**config.mk**
```make
export PLATFORM = sky130hd
export DESIGN_NAME = latch_bank_loader_flat
export DESIGN_NICKNAME = d
export VERILOG_FILES = /design/src/rtl/latch_bank_loader_if.sv /design/src/rtl/latch_bank_loader.sv /design/src/flat_wrapper.sv
export SDC_FILE = /design/constraint.sdc
export NUM_CORES = 1
export LEC_CHECK = 0
export BUFFER_PORTS_ARGS = -buffer_cell sky130_fd_sc_hd__buf_2
export CORE_AREA = 2 2 63 65
export DETAILED_ROUTE_END_ITERATION = 8
export DIE_AREA = 0 0 65 67
export GPL_ROUTABILITY_DRIVEN = 0
export PLACE_DENSITY = 0.63
export SYNTH_ARGS = -nofsm -noshare
export SYNTH_HDL_FRONTEND = slang
export SYNTH_SLANG_ARGS = --single-unit
export TNS_END_PERCENT = 1
```
**constraint.sdc**
```tcl
create_clock -name clock -period 1.8 [get_ports clock]
set_input_delay 0.18 -clock clock [delete_from_list [all_inputs] [get_ports clock]]
set_output_delay 0.18 -clock clock [all_outputs]
set_load 0.01 [all_outputs]
```
**src/rtl/latch_bank_loader_if.sv**
```systemverilog
// -----------------------------------------------------------------------------
// latch_bank_loader_if
// Bundles the producer handshake and the latch-bank drive signals of
// latch_bank_loader.
//   dav_      producer -> loader   data valid, active low
//   data      producer -> loader   word to load, valid while dav_ = 0
//   rfd       loader -> producer   ready for data, active high
//   d         loader -> bank       shared latch data bus
//   c         loader -> bank       shared latch enable (transparent when 1)
//   preclear_ loader -> bank       shared latch clear, active low
//   q_mirror  loader -> observer   copy of the last word strobed into the bank
//   count     loader -> observer   completed loads, modulo 256
// Modports: master = producer/observer side, slave = the loader itself.
// -----------------------------------------------------------------------------
interface latch_bank_loader_if #(
  parameter int W = 8
);
  logic         dav_;
  logic [W-1:0] data;
  logic         rfd;
  logic [W-1:0] d;
  logic         c;
  logic         preclear_;
  logic [W-1:0] q_mirror;
  logic [7:0]   count;

  modport master (
    output dav_, data,
    input  rfd, d, c, preclear_, q_mirror, count
  );

  modport slave (
    input  dav_, data,
    output rfd, d, c, preclear_, q_mirror, count
  );
endinterface

```
**src/rtl/latch_bank_loader.sv**
```systemverilog
// -----------------------------------------------------------------------------
// latch_bank_loader
// Accepts one word per dav_ low pulse from a producer and loads it into a
// W-bit bank of D latches with a setup / strobe / hold sequence on the shared
// bus d and enable c. Keeps a mirror of the last loaded word and a load count.
// Ports:
//   clock   single clock, all state changes on the rising edge
//   reset_  asynchronous active-low reset
//   bus     latch_bank_loader_if.slave (handshake, latch drive, observability)
// Every output comes straight from a flop so the latch enable and clear never
// glitch and there is no combinational input-to-output path.
// -----------------------------------------------------------------------------
module latch_bank_loader #(
  parameter int W          = 8,
  parameter int SETUP_CYC  = 1,
  parameter int STROBE_CYC = 2
) (
  input  logic                  clock,
  input  logic                  reset_,
  latch_bank_loader_if.slave    bus
);

  // Phase counter runs 0 .. N-1 inside SETUP and STROBE.
  localparam int CNT_MAX = (SETUP_CYC > STROBE_CYC) ? SETUP_CYC : STROBE_CYC;
  localparam int CW      = (CNT_MAX > 1) ? $clog2(CNT_MAX) : 1;
  localparam logic [CW-1:0] SETUP_LAST  = CW'(SETUP_CYC - 1);
  localparam logic [CW-1:0] STROBE_LAST = CW'(STROBE_CYC - 1);

  typedef enum logic [2:0] {
    S_INIT,
    S_WAIT,
    S_SETUP,
    S_STROBE,
    S_HOLD,
    S_RELEASE
  } state_e;

  state_e        state_q, state_d;
  logic [CW-1:0] cyc_q, cyc_d;
  logic          rfd_q, rfd_d;
  logic          c_q, c_d;
  logic          pre_q, pre_d;
  logic [W-1:0]  d_q, d_d;
  logic [W-1:0]  mirror_q, mirror_d;
  logic [7:0]    count_q, count_d;

  // State and output registers.
  // NOTE: sequential state uses non-blocking assignments so every flop samples
  // the pre-edge value of its sources regardless of statement order.
  always_ff @(posedge clock or negedge reset_) begin
    if (!reset_) begin
      state_q  <= S_INIT;
      cyc_q    <= '0;
      rfd_q    <= 1'b0;
      c_q      <= 1'b0;
      pre_q    <= 1'b0;
      d_q      <= '0;
      mirror_q <= '0;
      count_q  <= '0;
    end else begin
      state_q  <= state_d;
      cyc_q    <= cyc_d;
      rfd_q    <= rfd_d;
      c_q      <= c_d;
      pre_q    <= pre_d;
      d_q      <= d_d;
      mirror_q <= mirror_d;
      count_q  <= count_d;
    end
  end

  // Next-state logic.
  // NOTE: every variable gets a default at the top of the block so no path
  // leaves it unassigned, which would otherwise infer a latch.
  always_comb begin
    state_d = state_q;
    cyc_d   = cyc_q;
    unique case (state_q)
      S_INIT:    state_d = S_WAIT;
      S_WAIT: begin
        if (!bus.dav_) begin
          state_d = S_SETUP;
          cyc_d   = '0;
        end
      end
      S_SETUP: begin
        if (cyc_q == SETUP_LAST) begin
          state_d = S_STROBE;
          cyc_d   = '0;
        end else begin
          cyc_d = cyc_q + 1'b1;
        end
      end
      S_STROBE: begin
        if (cyc_q == STROBE_LAST) begin
          state_d = S_HOLD;
          cyc_d   = '0;
        end else begin
          cyc_d = cyc_q + 1'b1;
        end
      end
      // A producer still holding dav_ low after the strobe has not finished
      // its pulse yet; RELEASE stops that pulse from being taken twice.
      S_HOLD:    state_d = bus.dav_ ? S_WAIT : S_RELEASE;
      S_RELEASE: if (bus.dav_) state_d = S_WAIT;
      default:   state_d = S_INIT;
    endcase
  end

  // Output next values, driven by the transition being taken this edge.
  always_comb begin
    rfd_d    = rfd_q;
    c_d      = c_q;
    pre_d    = pre_q;
    d_d      = d_q;
    mirror_d = mirror_q;
    count_d  = count_q;
    unique case (state_q)
      S_INIT: begin
        pre_d = 1'b1;
        rfd_d = 1'b1;
      end
      S_WAIT: begin
        // data is sampled only here; d stays frozen until the next capture.
        if (state_d == S_SETUP) begin
          d_d   = bus.data;
          rfd_d = 1'b0;
        end
      end
      S_SETUP: if (state_d == S_STROBE) c_d = 1'b1;
      S_STROBE: begin
        if (state_d == S_HOLD) begin
          c_d      = 1'b0;
          mirror_d = d_q;
          count_d  = count_q + 8'd1;
        end
      end
      S_HOLD, S_RELEASE: if (state_d == S_WAIT) rfd_d = 1'b1;
      default: begin
        rfd_d = 1'b0;
        c_d   = 1'b0;
      end
    endcase
  end

  assign bus.rfd       = rfd_q;
  assign bus.c         = c_q;
  assign bus.preclear_ = pre_q;
  assign bus.d         = d_q;
  assign bus.q_mirror  = mirror_q;
  assign bus.count     = count_q;

endmodule

```
**src/flat_wrapper.sv**
```systemverilog
// flat-port wrapper written by rule: the top's interface ports become plain ports
module latch_bank_loader_flat 
#(
  parameter int W          = 8,
  parameter int SETUP_CYC  = 1,
  parameter int STROBE_CYC = 2
)
  (clock, reset_, bus_dav_, bus_data, bus_rfd, bus_d, bus_c, bus_preclear_, bus_q_mirror, bus_count);
  latch_bank_loader_if #(.W(W)) bus_i ();
  input  logic clock;
  input  logic reset_;
  input wire logic [$bits(bus_i.dav_)-1:0] bus_dav_;
  input wire logic [$bits(bus_i.data)-1:0] bus_data;
  output wire logic [$bits(bus_i.rfd)-1:0] bus_rfd;
  output wire logic [$bits(bus_i.d)-1:0] bus_d;
  output wire logic [$bits(bus_i.c)-1:0] bus_c;
  output wire logic [$bits(bus_i.preclear_)-1:0] bus_preclear_;
  output wire logic [$bits(bus_i.q_mirror)-1:0] bus_q_mirror;
  output wire logic [$bits(bus_i.count)-1:0] bus_count;
  assign bus_i.dav_ = bus_dav_;
  assign bus_i.data = bus_data;
  assign bus_rfd = bus_i.rfd;
  assign bus_d = bus_i.d;
  assign bus_c = bus_i.c;
  assign bus_preclear_ = bus_i.preclear_;
  assign bus_q_mirror = bus_i.q_mirror;
  assign bus_count = bus_i.count;
  latch_bank_loader #(.W(W), .SETUP_CYC(SETUP_CYC), .STROBE_CYC(STROBE_CYC)) u_core (.clock(clock), .reset_(reset_), .bus(bus_i));
endmodule
```
**Word level (Yosys, flattened, before mapping)**

Cells that the tools add are included.

- Register bits after elaboration: 31
- Output and inout bits: 27
- Logic and storage cells: 52

- Add/subtract/negate cells: 2
- Eq/ne operators: 14
- Muxes and demuxes: 16
- Bitwise gates (word level): 2
- Reductions and logical operators: 10

Operator list:

| operator | count |
|---|---|
| $pmux W3 S6 | 1 |
| $mux W3 | 5 |
| $eq A3 B2 Y1 const B | 4 |
| $eq A3 B3 Y1 const B | 3 |
| $add A8 B1 Y8 const B | 1 |
| $ne A2 B1 Y1 const B | 4 |
| $mux W1 | 7 |
| $eq A3 B1 Y1 const B | 2 |
| $pmux W1 S3 | 2 |
| $reduce_and A2 Y1 | 3 |
| $reduce_and A3 Y1 | 2 |
| $pmux W1 S4 | 1 |
| $reduce_or A2 Y1 | 2 |
| $reduce_or A4 Y1 | 1 |
| $logic_not A3 Y1 | 1 |
| $reduce_bool A3 Y1 | 1 |
| $ne A2 B2 Y1 const B | 1 |
| $not A1 Y1 | 2 |
| $add A1 B1 Y1 const B | 1 |

**Logic depth before layout (Yosys ltp)**

- Depth in word-level cells: 5
- Gate-level depth with buffers: 5
- Mapped depth without buffers: 4

**Least setup slack after synthesis**

No wires, ideal clock.

- Path type: register to register
- From: register u_core.state_q[1]
- To: register u_core.d_q[0] (netlist: u_core.bus.d[0])
- Setup time: 0.125 ns
- Arrival: 1.242 ns
- Data required time: 1.675 ns
- Slack: 0.433 ns
- Cell stages (with the launch flop): 6
- Path buffers: 2
- Clock period less this slack: 1.367 ns
- Cell sequence: dfrtp_1 -> buf_4 -> nor2_1 -> and2_1 -> buf_4 -> mux2_2

- Longest elaborated chain between the ends: 4
- Elaborated cells between the ends (all ways): 13
- Classes of those cells: 6 x eq/ne; 5 x mux; 2 x reduce/logical

RTL lines:

| item | RTL line | source |
|---|---|---|
| from (decl) | latch_bank_loader.sv:38 | `state_e state_q, state_d;` |
| from (signal assigned) | latch_bank_loader.sv:61 | `state_q <= state_d;` |
| $eq A3 B3 Y1, or another cell as far along | latch_bank_loader.sv:78 | `unique case (state_q)` |
| $pmux W3 S6 | latch_bank_loader.sv:78 |  |
| $eq A3 B2 Y1 | latch_bank_loader.sv:125 | `if (state_d == S_SETUP) begin` |
| $reduce_and A2 Y1 (no source line) * | - |  |
| to (signal assigned) | latch_bank_loader.sv:57 | `d_q <= '0;` |
| to (signal assigned) | latch_bank_loader.sv:66 | `d_q <= d_d;` |
| to (decl) | latch_bank_loader.sv:43 | `logic [W-1:0] d_q, d_d;` |

Mark *: on every way between the ends. The rest lies on a longest branch, timed or not.
A chain may end at the register's enable or synchronous reset.

**Worst setup path after layout**

- From: register u_core.state_q[1]
- To: register u_core.d_q[5] (netlist: u_core.bus.d[5])

The elaborated chain is that of the path after synthesis.

==> impl_metrics.py <==
metrics = {
    "clocking": {
        "insertion_delay_ns": 0.28,
        "cts_buffers": 5,
        "clockBufferDepth": 2,
        "clkTransAtPathRegs_ns": 0.06,
        "htreeDepth": 2,
        "cts_tree": "done",
        "cts_sinks": 31,
        "ctsRootBufferMaster": "clkbuf_8",
    },
    "outcome": {
        "status": "finished clean",
    },
    "final_layout": {
        "nets": 151,
        "design_area_um2": 1670,
        "fin_cells": 188,
        "fillerInstances": 347,
        "n_antenna_cell": 0,
        "syn_to_final_growth_pct": 25.4,
        "drive_gt1_share_pct": 47.1,
    },
    "sta": {
        "rsz0062_at_grt": "false",
        "worstMarginPinSlew_ns": 0.661,
        "max_clock_freq_mhz": 631,
        "final.setup_skew_ns": 0.00515,
        "hold_violations": 0,
        "relSlewSlack_pct": 56.0,
        "setup_violations": 0,
        "period_needed_ns": 1.58,
        "post-route-period-util_pct": 88.0,
        "setup-tns-final_ns": 0,
        "whs_ns": 0.129,
        "slew_violations": 0,
    },
    "logic_synthesis": {
        "syn_inst": 98,
        "synth_area_leaders": "dfrtp_1, mux2_2, mux2_4",
        "ys_seq_area_share_pct": 58.1,
        "synthDistinctLibCells": 27,
        "synth_top_area_cell": "dfrtp_1",
        "avgSynthCellArea_um2": 13.6,
        "yosysTopAreaCellShare_pct": 58.1,
        "synth_fp_nets": 110,
        "yosys_register_bits": 31,
        "yosys_warnings": 0,
        "syn-cell-area_um2": 1340,
    },
    "drt": {
        "vias": 901,
        "drt_pass1_iterations": 4,
        "viasPerCell": 4.79,
        "routedWlPerCell_um": 13.5,
        "drt_iter0_markers": 30,
        "postRouteAntennaNets": 0,
        "finalWirelength_mm": 2.53,
        "drc_errors": 0,
    },
    "critical_path": {
        "crit_family": "simple AND/OR/NAND/NOR gates",
        "critPathBufInv": 0,
        "required_ns": 1.97,
        "cp-start-kind": "register",
        "max_stage_delay_ns": 0.49,
        "endpoint_kind": "register",
        "crit_arrival_ns": 1.75,
        "crit_chain": "nor2_1 -> and2_1 -> mux2_2",
        "cp_slowest_cell": "dfrtp_1",
        "cp_max_fo": 10,
        "path_class": "reg -> reg",
    },
    "grt": {
        "grt_start_max_net_pins": 32,
        "grt_usage_pct": 13.2,
        "antenna_found_initial": 0,
        "gr-total-overflow": 0,
        "grt_pass1_vias": 906,
        "grt_pass1_wl_mm": 4.17,
    },
    "floorplanning": {
        "die_h_um": 67,
        "die_w_um": 65,
        "start_util_pct": 37.0,
        "die_area_um2": 4360,
        "core_region_area_um2": 3610,
        "fp-row-count": 22,
        "io_pins": 38,
    },
    "run": {
        "cap_violations": 0,
    },
    "place": {
        "portBuffers": 37,
        "dpl_cell_area_um2": 1550,
        "post-dp-hpwl_mm": 1.84,
        "dp.cells": 179,
    },
    "power_and_ir_drop": {
        "p_int_mw": 2.03,
        "clkPwrFrac_pct": 22.8,
        "p_sw_mw": 1.04,
        "pwr-share-seq_pct": 42.0,
        "powerDensity_nw_per_um2": 1830,
        "swShare_pct": 33.8,
        "pwr-share-comb_pct": 35.2,
        "p_leak_nw": 0.866,
        "vdd_ir_drop_max_mv": 0.718,
    },
    "min_path": {
        "hold_path.class": "in -> reg",
    },
}
[per-stage QoR]
step                      utilization, %  worst slack [ns]  power (mW)
after detailed placement            42.9             0.193        2.39
final                               46.4             0.215        3.06
after floorplan                        -             0.433        2.01
after CTS                           46.4             0.204        3.10
after global routing                46.4            0.0937        3.27
after global placement              42.9             0.253        2.34
[area by class of cell]
cell class / count / area (um^2) / area share [%]
flip-flops and latches: 31 / 776 / 46.3
clock buffers: 6 / 82.6 / 4.93
repair buffers: 38 / 195 / 11.7
inverters: 4 / 15.0 / 0.897
multi-input cells: 59 / 510 / 30.5
clock inverters: 2 / 35.0 / 2.09
well taps: 48 / 60.1 / 3.59
[routing by layer]
metal	track usage [%]	vias up	wire length (um)
met4	11.2	0	103
met2	20.5	39	1150
met3	3.55	10	181
met5	0	-	0
met1	15.2	433	1090
li1	-	419	-
[path summary, 6_finish.rpt]
path                                             end                 start  slack, ns  cells past startpoint
worst max-delay path                 u_core.bus.d[5]     u_core.state_q[1]       0.22                      3
worst min-delay path                 u_core.bus.d[6]           bus_data[6]       0.13                      2
worst max register to register       u_core.bus.d[5]     u_core.state_q[1]       0.22                      3
worst min register to register  u_core.bus.preclear_  u_core.bus.preclear_       0.47                      1
max in group asynchronous          u_core.state_q[2]                reset_       0.90                      2
min in group asynchronous        u_core.bus.count[1]                reset_       0.47                      2
[timing repair]
item	4_1_cts	5_1_grt
hold endpoints to repair	31	0
buffers inserted	0	0
hold buffers	1	0
resized for setup	0	0
[flip-flops by register name, summed over array words and instances, names as in the netlist]
signal                cells
u_core.bus.rfd            1
u_core.state_q            3
u_core.bus.q_mirror       8
u_core.bus.c              1
u_core.bus.preclear_      1
u_core.bus.count          8
u_core.bus.d              8
u_core.cyc_q              1
[cell usage in the layout (no fill, tap or decap), drive strengths merged, types with 2 or more instances in the layout]
cell type / Yosys / layout
nor2: 7 / 7
xor2: 6 / 6
a21oi: 2 / 2
nor3: 3 / 3
clkbuf: 0 / 6
o21ai: 3 / 3
nand3: 3 / 3
mux2: 17 / 17
buf: 4 / 37
a22oi: 2 / 2
inv: 4 / 4
dfrtp: 31 / 31
nand2: 3 / 3
[Yosys cell counts, drive strengths merged]
master and n:
nand3 3, inv 4, and2 1, nand2b 1, a22oi 2, nor2 7
mux2 17, a2bb2oi 1, a211oi 1, ha 1, a222oi 1, nand4b 1
nor4 1, o31ai 1, or2b 1, nor3 3, or2 1, buf 4
a21oi 2, xnor2 1, dfrtp 31, o21ai 3, nor2b 1, nand2 3
xor2 6
[kinds of logic (layout without fill, tap and decap cells)]
| logic type | after synthesis | in the layout | share of synthesized area, % |
|---|---|---|---|
| AOI/OAI and AO/OA | 11 | 11 | 5.53 |
| DFF | 31 | 31 | 58.1 |
| buffers and inverters | 8 | 50 | 3.65 |
| and+or+nand+nor | 23 | 23 | 11.4 |
| adders and majority gates | 1 | 1 | 0.937 |
| muxes | 17 | 17 | 15.7 |
| xor gates and xnor gates | 7 | 7 | 4.59 |
[power groups by stage]
stage / clock [mW] / combinational (mW) / sequential, mW
6_report: 0.698 / 1.08 / 1.29
3_3_place_gp: 0 / 1.07 / 1.27
3_5_place_dp: 0 / 1.10 / 1.29
4_1_cts: 0.720 / 1.10 / 1.29
2_1_floorplan: 0 / 0.675 / 1.33
5_1_grt: 0.762 / 1.17 / 1.34
Note: power is estimated with default switching activity, not from simulation.
